--- src/rtl/axi_traffic_gen.sv ---
`default_nettype none
// ============================================================================
// Module   : axi_traffic_gen
// Brief    : AXI4 master stimulus engine. On START it writes NUM_TXN
//            single-beat INCR transfers of a seeded pattern, reads the same
//            addresses back, counts data mismatches and flags bad responses.
// Revision : 1.0 - initial release
// ============================================================================
module axi_traffic_gen #(
  parameter int                    ADDR_WIDTH = 32,
  parameter int                    DATA_WIDTH = 64,
  parameter int                    ID_WIDTH   = 4,
  parameter int                    NUM_TXN    = 16,
  parameter logic [ADDR_WIDTH-1:0] BASE_ADDR  = '0,
  parameter logic [31:0]           SEED       = 32'hA5A5_0000
) (
  input  logic                      ACLK,
  input  logic                      ARESET,
  input  logic                      START,
  // write address channel
  output logic [ID_WIDTH-1:0]       AWID,
  output logic [ADDR_WIDTH-1:0]     AWADDR,
  output logic [7:0]                AWLEN,
  output logic [2:0]                AWSIZE,
  output logic [1:0]                AWBURST,
  output logic                      AWVALID,
  input  logic                      AWREADY,
  // write data channel
  output logic [DATA_WIDTH-1:0]     WDATA,
  output logic [DATA_WIDTH/8-1:0]   WSTRB,
  output logic                      WLAST,
  output logic                      WVALID,
  input  logic                      WREADY,
  // write response channel
  input  logic [ID_WIDTH-1:0]       BID,
  input  logic [1:0]                BRESP,
  input  logic                      BVALID,
  output logic                      BREADY,
  // read address channel
  output logic [ID_WIDTH-1:0]       ARID,
  output logic [ADDR_WIDTH-1:0]     ARADDR,
  output logic [7:0]                ARLEN,
  output logic [2:0]                ARSIZE,
  output logic [1:0]                ARBURST,
  output logic                      ARVALID,
  input  logic                      ARREADY,
  // read data channel
  input  logic [ID_WIDTH-1:0]       RID,
  input  logic [DATA_WIDTH-1:0]     RDATA,
  input  logic [1:0]                RRESP,
  input  logic                      RLAST,
  input  logic                      RVALID,
  output logic                      RREADY,
  // status
  output logic                      BUSY,
  output logic                      DONE,
  output logic [15:0]               ERR_COUNT,
  output logic                      RESP_ERR
);

  localparam logic [2:0] c_st_idle    = 3'd0;
  localparam logic [2:0] c_st_wr_req  = 3'd1;
  localparam logic [2:0] c_st_wr_resp = 3'd2;
  localparam logic [2:0] c_st_rd_req  = 3'd3;
  localparam logic [2:0] c_st_rd_data = 3'd4;
  localparam logic [2:0] c_st_done    = 3'd5;

  localparam logic [2:0]            c_size   = 3'($clog2(DATA_WIDTH / 8));
  localparam logic [15:0]           c_last   = 16'(NUM_TXN - 1);
  localparam logic [ADDR_WIDTH-1:0] c_stride = ADDR_WIDTH'(DATA_WIDTH / 8);

  logic [2:0]  state_q,     state_d;
  logic [15:0] idx_q,       idx_d;
  logic        awvalid_q,   awvalid_d;
  logic        wvalid_q,    wvalid_d;
  logic        arvalid_q,   arvalid_d;
  logic        busy_q,      busy_d;
  logic        done_q,      done_d;
  logic [15:0] err_count_q, err_count_d;
  logic        resp_err_q,  resp_err_d;

  logic [ADDR_WIDTH-1:0] w_addr;
  logic [31:0]           w_pattern;
  logic [DATA_WIDTH-1:0] w_data;
  logic                  w_b_err;
  logic                  w_r_err;

  // Address and pattern are pure functions of the transaction index, so the
  // same values serve the write and the read-back phases.
  assign w_addr    = BASE_ADDR + ADDR_WIDTH'(idx_q) * c_stride;
  assign w_pattern = SEED + {16'd0, idx_q};
  assign w_data    = {(DATA_WIDTH / 32){w_pattern}};
  assign w_b_err   = (BRESP != 2'b00) || (BID != '0);
  assign w_r_err   = (RRESP != 2'b00) || (RID != '0) || !RLAST;

  // Next-state logic: one transaction in flight, VALIDs come only from flops.
  always_comb begin
    state_d     = state_q;
    idx_d       = idx_q;
    awvalid_d   = awvalid_q;
    wvalid_d    = wvalid_q;
    arvalid_d   = arvalid_q;
    busy_d      = busy_q;
    done_d      = done_q;
    err_count_d = err_count_q;
    resp_err_d  = resp_err_q;
    case (state_q)
      c_st_idle, c_st_done: begin
        if (START) begin
          state_d     = c_st_wr_req;
          idx_d       = 16'd0;
          awvalid_d   = 1'b1;
          wvalid_d    = 1'b1;
          busy_d      = 1'b1;
          done_d      = 1'b0;
          err_count_d = 16'd0;
          resp_err_d  = 1'b0;
        end
      end
      c_st_wr_req: begin
        // AW and W retire independently; leave once both have handshaken.
        if (AWREADY) awvalid_d = 1'b0;
        if (WREADY)  wvalid_d  = 1'b0;
        if (!awvalid_d && !wvalid_d) state_d = c_st_wr_resp;
      end
      c_st_wr_resp: begin
        if (BVALID) begin
          if (w_b_err) resp_err_d = 1'b1;
          if (idx_q == c_last) begin
            idx_d     = 16'd0;
            state_d   = c_st_rd_req;
            arvalid_d = 1'b1;
          end else begin
            idx_d     = idx_q + 16'd1;
            state_d   = c_st_wr_req;
            awvalid_d = 1'b1;
            wvalid_d  = 1'b1;
          end
        end
      end
      c_st_rd_req: begin
        if (ARREADY) begin
          arvalid_d = 1'b0;
          state_d   = c_st_rd_data;
        end
      end
      c_st_rd_data: begin
        if (RVALID) begin
          if ((RDATA != w_data) && (err_count_q != 16'hFFFF))
            err_count_d = err_count_q + 16'd1;
          if (w_r_err) resp_err_d = 1'b1;
          if (idx_q == c_last) begin
            state_d = c_st_done;
            busy_d  = 1'b0;
            done_d  = 1'b1;
          end else begin
            idx_d     = idx_q + 16'd1;
            state_d   = c_st_rd_req;
            arvalid_d = 1'b1;
          end
        end
      end
      default: begin
        state_d   = c_st_idle;
        awvalid_d = 1'b0;
        wvalid_d  = 1'b0;
        arvalid_d = 1'b0;
        busy_d    = 1'b0;
      end
    endcase
  end

  // State registers; reset aborts any handshake in progress immediately.
  always_ff @(posedge ACLK or posedge ARESET) begin
    if (ARESET) begin
      state_q     <= c_st_idle;
      idx_q       <= 16'd0;
      awvalid_q   <= 1'b0;
      wvalid_q    <= 1'b0;
      arvalid_q   <= 1'b0;
      busy_q      <= 1'b0;
      done_q      <= 1'b0;
      err_count_q <= 16'd0;
      resp_err_q  <= 1'b0;
    end else begin
      state_q     <= state_d;
      idx_q       <= idx_d;
      awvalid_q   <= awvalid_d;
      wvalid_q    <= wvalid_d;
      arvalid_q   <= arvalid_d;
      busy_q      <= busy_d;
      done_q      <= done_d;
      err_count_q <= err_count_d;
      resp_err_q  <= resp_err_d;
    end
  end

  assign AWID      = '0;
  assign AWADDR    = w_addr;
  assign AWLEN     = 8'd0;
  assign AWSIZE    = c_size;
  assign AWBURST   = 2'b01;
  assign AWVALID   = awvalid_q;
  assign WDATA     = w_data;
  assign WSTRB     = '1;
  assign WLAST     = 1'b1;
  assign WVALID    = wvalid_q;
  assign BREADY    = (state_q == c_st_wr_resp);
  assign ARID      = '0;
  assign ARADDR    = w_addr;
  assign ARLEN     = 8'd0;
  assign ARSIZE    = c_size;
  assign ARBURST   = 2'b01;
  assign ARVALID   = arvalid_q;
  assign RREADY    = (state_q == c_st_rd_data);
  assign BUSY      = busy_q;
  assign DONE      = done_q;
  assign ERR_COUNT = err_count_q;
  assign RESP_ERR  = resp_err_q;

endmodule
`default_nettype wire

--- config.mk ---
export PLATFORM = sky130hd
export DESIGN_NAME = axi_traffic_gen
export DESIGN_NICKNAME = d
export VERILOG_FILES = /design/src/rtl/axi_traffic_gen.sv
export SDC_FILE = /design/constraint.sdc
export NUM_CORES = 1
export LEC_CHECK = 0
export BUFFER_PORTS_ARGS = -buffer_cell sky130_fd_sc_hd__buf_2
export CELL_PAD_IN_SITES_DETAIL_PLACEMENT = 1
export CELL_PAD_IN_SITES_GLOBAL_PLACEMENT = 1
export CORE_AREA = 10 10 131 133
export DETAILED_ROUTE_END_ITERATION = 10
export DIE_AREA = 0 0 141 143
export PLACE_DENSITY_LB_ADDON = 0.25
export SKIP_LAST_GASP = 1
export SLEW_MARGIN = 20
export SYNTH_ARGS = -nofsm -noshare
export SYNTH_HDL_FRONTEND = slang
export SYNTH_SLANG_ARGS = --single-unit
export TNS_END_PERCENT = 1
--- constraint.sdc ---
create_clock -name ACLK -period 2.69 [get_ports ACLK]
set_clock_uncertainty 0.15 [all_clocks]
set_input_delay 0.807 -clock ACLK [delete_from_list [all_inputs] [get_ports ACLK]]
set_output_delay 0.807 -clock ACLK [all_outputs]
set_load 0.01 [all_outputs]
# Word level (Yosys, flattened, before mapping)
# Index checks and enable logic that the tools add are counted.
dict set report word_totals {
  regBits 41
}
dict set report op_classes {
  n_eq_ne 20
  reduce_logical 27
  bitwise_logic 3
  add_sub_neg 3
  mux 42
}
# op count
set op_table {}
lappend op_table {{16-bit 2-to-1 mux} 7}
lappend op_table {{64-bit inequality test} 1}
lappend op_table {{16-bit case mux with 3 select lines} 1}
lappend op_table {{16-bit by 1-bit adder with 16-bit output, second input constant} 2}
lappend op_table {{32-bit by 16-bit adder with 32-bit output, first input constant} 1}
lappend op_table {{16-bit case mux with 2 select lines} 1}
lappend op_table {{1-bit 2-to-1 mux} 19}
lappend op_table {{3-bit 2-to-1 mux} 6}
lappend op_table {{16-bit by 4-bit == test with 1-bit output, second input constant} 1}
lappend op_table {{16-bit inequality test, second input constant} 1}
lappend op_table {{4-bit AND reduction} 4}
lappend op_table {{3-bit case mux with 5 select lines} 1}
lappend op_table {{2-bit inequality test, second input constant} 7}
lappend op_table {{1-bit case mux with 4 select lines} 3}
lappend op_table {{6-bit AND reduction} 2}
lappend op_table {{2-bit by 1-bit inequality test with 1-bit output, second input constant} 5}
lappend op_table {{5-bit AND reduction} 2}
lappend op_table {{4-bit nonzero test} 2}
lappend op_table {{3-bit by 2-bit == test with 1-bit output, second input constant} 2}
lappend op_table {{3-bit == test, second input constant} 2}
lappend op_table {{1-bit case mux with 3 select lines} 2}
lappend op_table {{2-bit nonzero test} 3}
lappend op_table {{3-bit OR reduction} 2}
lappend op_table {{2-bit OR reduction} 2}
lappend op_table {{other kinds (9)} 16}

# Depth between registers and ports, before layout
dict set report depth {
  word_depth 6
  mapped_depth 9
  mapped_depth_nobuf 8
}

# Least setup slack after synthesis
# Ideal clock, no wire load.
dict set report synth_timing {
  kind {input port to flip-flop}
  from {input RDATA[17]}
  to {register err_count_q[5] (netlist: ERR_COUNT[5])}
  arrival_ps 2315
  slack_ps 101
  stages 7
  setup_time_ps 124
  cell_sequence {nor4b_2 -> nand4_1 -> nor4_4 -> a32oi_2 -> buf_6 -> and4b_1 -> a211o_1}
}
dict set report synth_between {
  elab_chain_cells 4
}
# item line_no
set synth_lines {}
lappend synth_lines {{from (decl)} 49} ;# input logic [DATA_WIDTH-1:0] RDATA,
lappend synth_lines {{64-bit inequality test} 149} ;# if ((RDATA != w_data) && (err_count_q != 16'hFFFF))
lappend synth_lines {{1-bit logical AND} 149}
lappend synth_lines {{2-bit by 1-bit inequality test with 1-bit output (no source line)} n/a}
lappend synth_lines {{4-bit AND reduction (no source line)} n/a}
lappend synth_lines {{to (signal assigned)} 193} ;# err_count_q <= err_count_d;
lappend synth_lines {{to (decl)} 79} ;# logic [15:0] err_count_q, err_count_d;
# No other way between the ends.
# A chain may end at the register's enable or synchronous reset.

# Worst setup path in the final report
dict set report layout_timing {
  from {input RDATA[57]}
  to {register err_count_q[12] (netlist: ERR_COUNT[12])}
}
# Same word-level chain as after synthesis.

==> impl_metrics.env <==
export IMPL_fin_crit_ns=2.60
export IMPL_placedCellCount=823
export IMPL_area_growth_pct=15.0
export IMPL_worst_slew_pin_slew_ns=0.581
export IMPL_start_kind="input port"
export IMPL_nNetsFinal=733
export IMPL_vdd_ir_drop_max_mv=0.275
export IMPL_grt_pass1_wl_um=22600
export IMPL_syn_inst=504
export IMPL_grt_max_degree=42
export IMPL_initial_core_util_pct=28.7
export IMPL_postLayoutCellArea_mm2=0.00476
export IMPL_syn_area_per_cell_um2=8.22
export IMPL_first_pass_iters=4
export IMPL_ys_flop_type="dfrtp_1"
export IMPL_drt_initial_drc_count=157
export IMPL_antenna_found_initial=1
export IMPL_layout_drive_gt1_share_pct=36.3
export IMPL_ctsHoldBuffers=0
export IMPL_cp_end_kind="flop"
export IMPL_postCtsSetupRepairBufs=0
export IMPL_met2_length_um=7110
export IMPL_fill_cells=1849
export IMPL_power_density_mw_per_mm2=531
export IMPL_maxCapViolations=0
export IMPL_place_hpwl_um=12300
export IMPL_die_h_um=143
export IMPL_path_max_fanout=8
export IMPL_critical_path_arrival_ns=2.66
export IMPL_wl_per_cell_um=17.5
export IMPL_grt_pass1_vias=4245
export IMPL_crit_type="input port to flop"
export IMPL_rsz0062_at_grt="yes"
export IMPL_final_hold_viol_count=0
export IMPL_dp_slack_ns=-0.275
export IMPL_drtAntennaViolNets=0
export IMPL_core_mm2=0.0144
export IMPL_clock_latency_ns=0.28
export IMPL_ctsRootBufferMaster="clkbuf_16"
export IMPL_netlist_area_mm2=0.00414
export IMPL_clkSinkCount=41
export IMPL_fp_row_count=44
export IMPL_period_share_pct=96.6
export IMPL_cts_clk_slew_worst_paths_ns=0.06
export IMPL_grt_overflow_total=0
export IMPL_viasPerCell=4.58
export IMPL_num_antenna_cells=0
export IMPL_clk_path_buf_depth=2
export IMPL_vias=3804
export IMPL_yosysSeqAreaShare_pct=24.8
export IMPL_post_route_drc_count=0
export IMPL_gp_congestion=0.817
export IMPL_cts_tree="built"
export IMPL_final_common_cell="buf_2"
export IMPL_top_layer_used="met4"
export IMPL_wl_met3_um=1470
export IMPL_place_area_mm2=0.00460
export IMPL_total_leakage_power_uw=0.00272
export IMPL_synth_edff_count=0
export IMPL_synthArstFlopShare_pct=100
export IMPL_final_cell_mix="172 x buf_2, 107 x conb_1, 41 x dfrtp_1, 27 x buf_4"
export IMPL_wl_um=14500
export IMPL_synth_seq_cells=41
export IMPL_setup_viol=0
export IMPL_fin_ws_ns=0.0919
export IMPL_wirelength_met1_um=5780
export IMPL_min_path_type="flop to flop"
export IMPL_fmaxAchievable_ghz=0.385
export IMPL_synth_distinct_cells=62
export IMPL_grt_usage_pct=13.5
export IMPL_stdcell_count=831
export IMPL_outcome="complete, no violations"
export IMPL_die_x_um=141
export IMPL_numCtsBuffers=5
export IMPL_cp_required_ns=2.75
export IMPL_die_area_mm2=0.0202
export IMPL_whs_ns=0.364
export IMPL_io_pins=280
export IMPL_slew_viol_final=0
export IMPL_synth_warnings=0
export IMPL_relSlewSlack_pct=61.3
export IMPL_cts_htree_levels=2
export IMPL_portBuffers=172
cell type report:
| class | instances | area (µm²) | share of cell area, % |
|---|---|---|---|
| clock buffer | 7 | 153 | 3.20 |
| inverter | 12 | 45.0 | 0.945 |
| multi-input combinational | 386 | 2220 | 46.6 |
| sequential | 41 | 1030 | 21.5 |
| clock inverter | 1 | 5.00 | 0.105 |
| tap | 184 | 230 | 4.83 |
| timing repair buffer | 200 | 1080 | 22.7 |
Yosys cell counts, types with 7 or more instances:
library cell | instances | share of area [%]
a21oi_1 | 15 | 1.8
and3_1 | 25 | 3.8
buf_4 | 157 | 28
dfrtp_1 | 41 | 25
inv_1 | 11 | 1.0
mux2i_1 | 7 | 1.7
nand2_1 | 23 | 2.1
nand3_1 | 22 | 2.7
nand4_1 | 14 | 2.1
nor2_1 | 26 | 2.4
nor3_1 | 18 | 2.2
o21ai_0 | 19 | 2.3
o22ai_1 | 8 | 1.2
xor2_1 | 7 | 1.5
layer usage:
metal | track usage (%) | vias up
li1 | - | 1789
met1 | 14.8 | 1806
met2 | 24.1 | 197
met3 | 5.04 | 12
met4 | 2.99 | 0
met5 | 0 | -
registers in the layout, indices dropped and copies added (netlist names):
name and cells:
ARVALID 1, AWVALID 1, BUSY 1, DONE 1, ERR_COUNT 16, RESP_ERR 1, WVALID 1, idx_q 16
state_q 3
stage by stage:
stage	utilization, %	power [µW]	setup TNS [ns]
2_1_floorplan	-	1570	0
3_3_place_gp	31.9	1870	-2.85
3_5_place_dp	31.9	1900	-3.55
4_1_cts	33.0	2560	0
5_1_grt	33.0	2730	-0.0896
6_report	33.0	2530	0
worst max-delay path, cell delays in order:
cell and delay (ns):
buf_2 0.10, nor4bb_2 0.32, buf_4 0.16, nand4_1 0.13, nor4_4 0.32, a32oi_2 0.25
buf_4 0.22, a31o_2 0.23, a21oi_1 0.12
cell families (layout without fill, tap and decap cells):
group                    count (synthesis)  count (layout)  synth area share, %
AND/OR/NAND/NOR                        185             185                 27.0
AO/OA/AOI/OAI                           72              72                 11.7
flip-flops                              41              41                 24.8
XOR/XNOR                                13              13                 2.75
other                                    2             107                0.181
adder cells (fa/ha/maj)                  2               2                0.604
buffers and inverters                  182             220                 31.4
multiplexers                             7               7                 1.69
path summary, 6_finish.rpt:
path	startpoint	endpoint	slack [ns]	cells past startpoint
max	RDATA[57]	ERR_COUNT[12]	0.09	9
min	RESP_ERR	RESP_ERR	0.36	2
max reg2reg	ERR_COUNT[0]	ERR_COUNT[9]	0.14	8
min reg2reg	RESP_ERR	RESP_ERR	0.36	2
max in group asynchronous	ARESET	ERR_COUNT[13]	1.48	3
min in group asynchronous	ARESET	idx_q[14]	0.52	3
report_power, final:
group | internal, µW | switching, µW
clock | 393 | 247
combinational | 419 | 711
sequential | 685 | 72.5
timing repair:
action                                  CTS  global route
resized for setup                         1             2
endpoints found under the setup margin    1            15
gates cloned                              0             0
No activity file was read; power rests on OpenSTA's default activity.
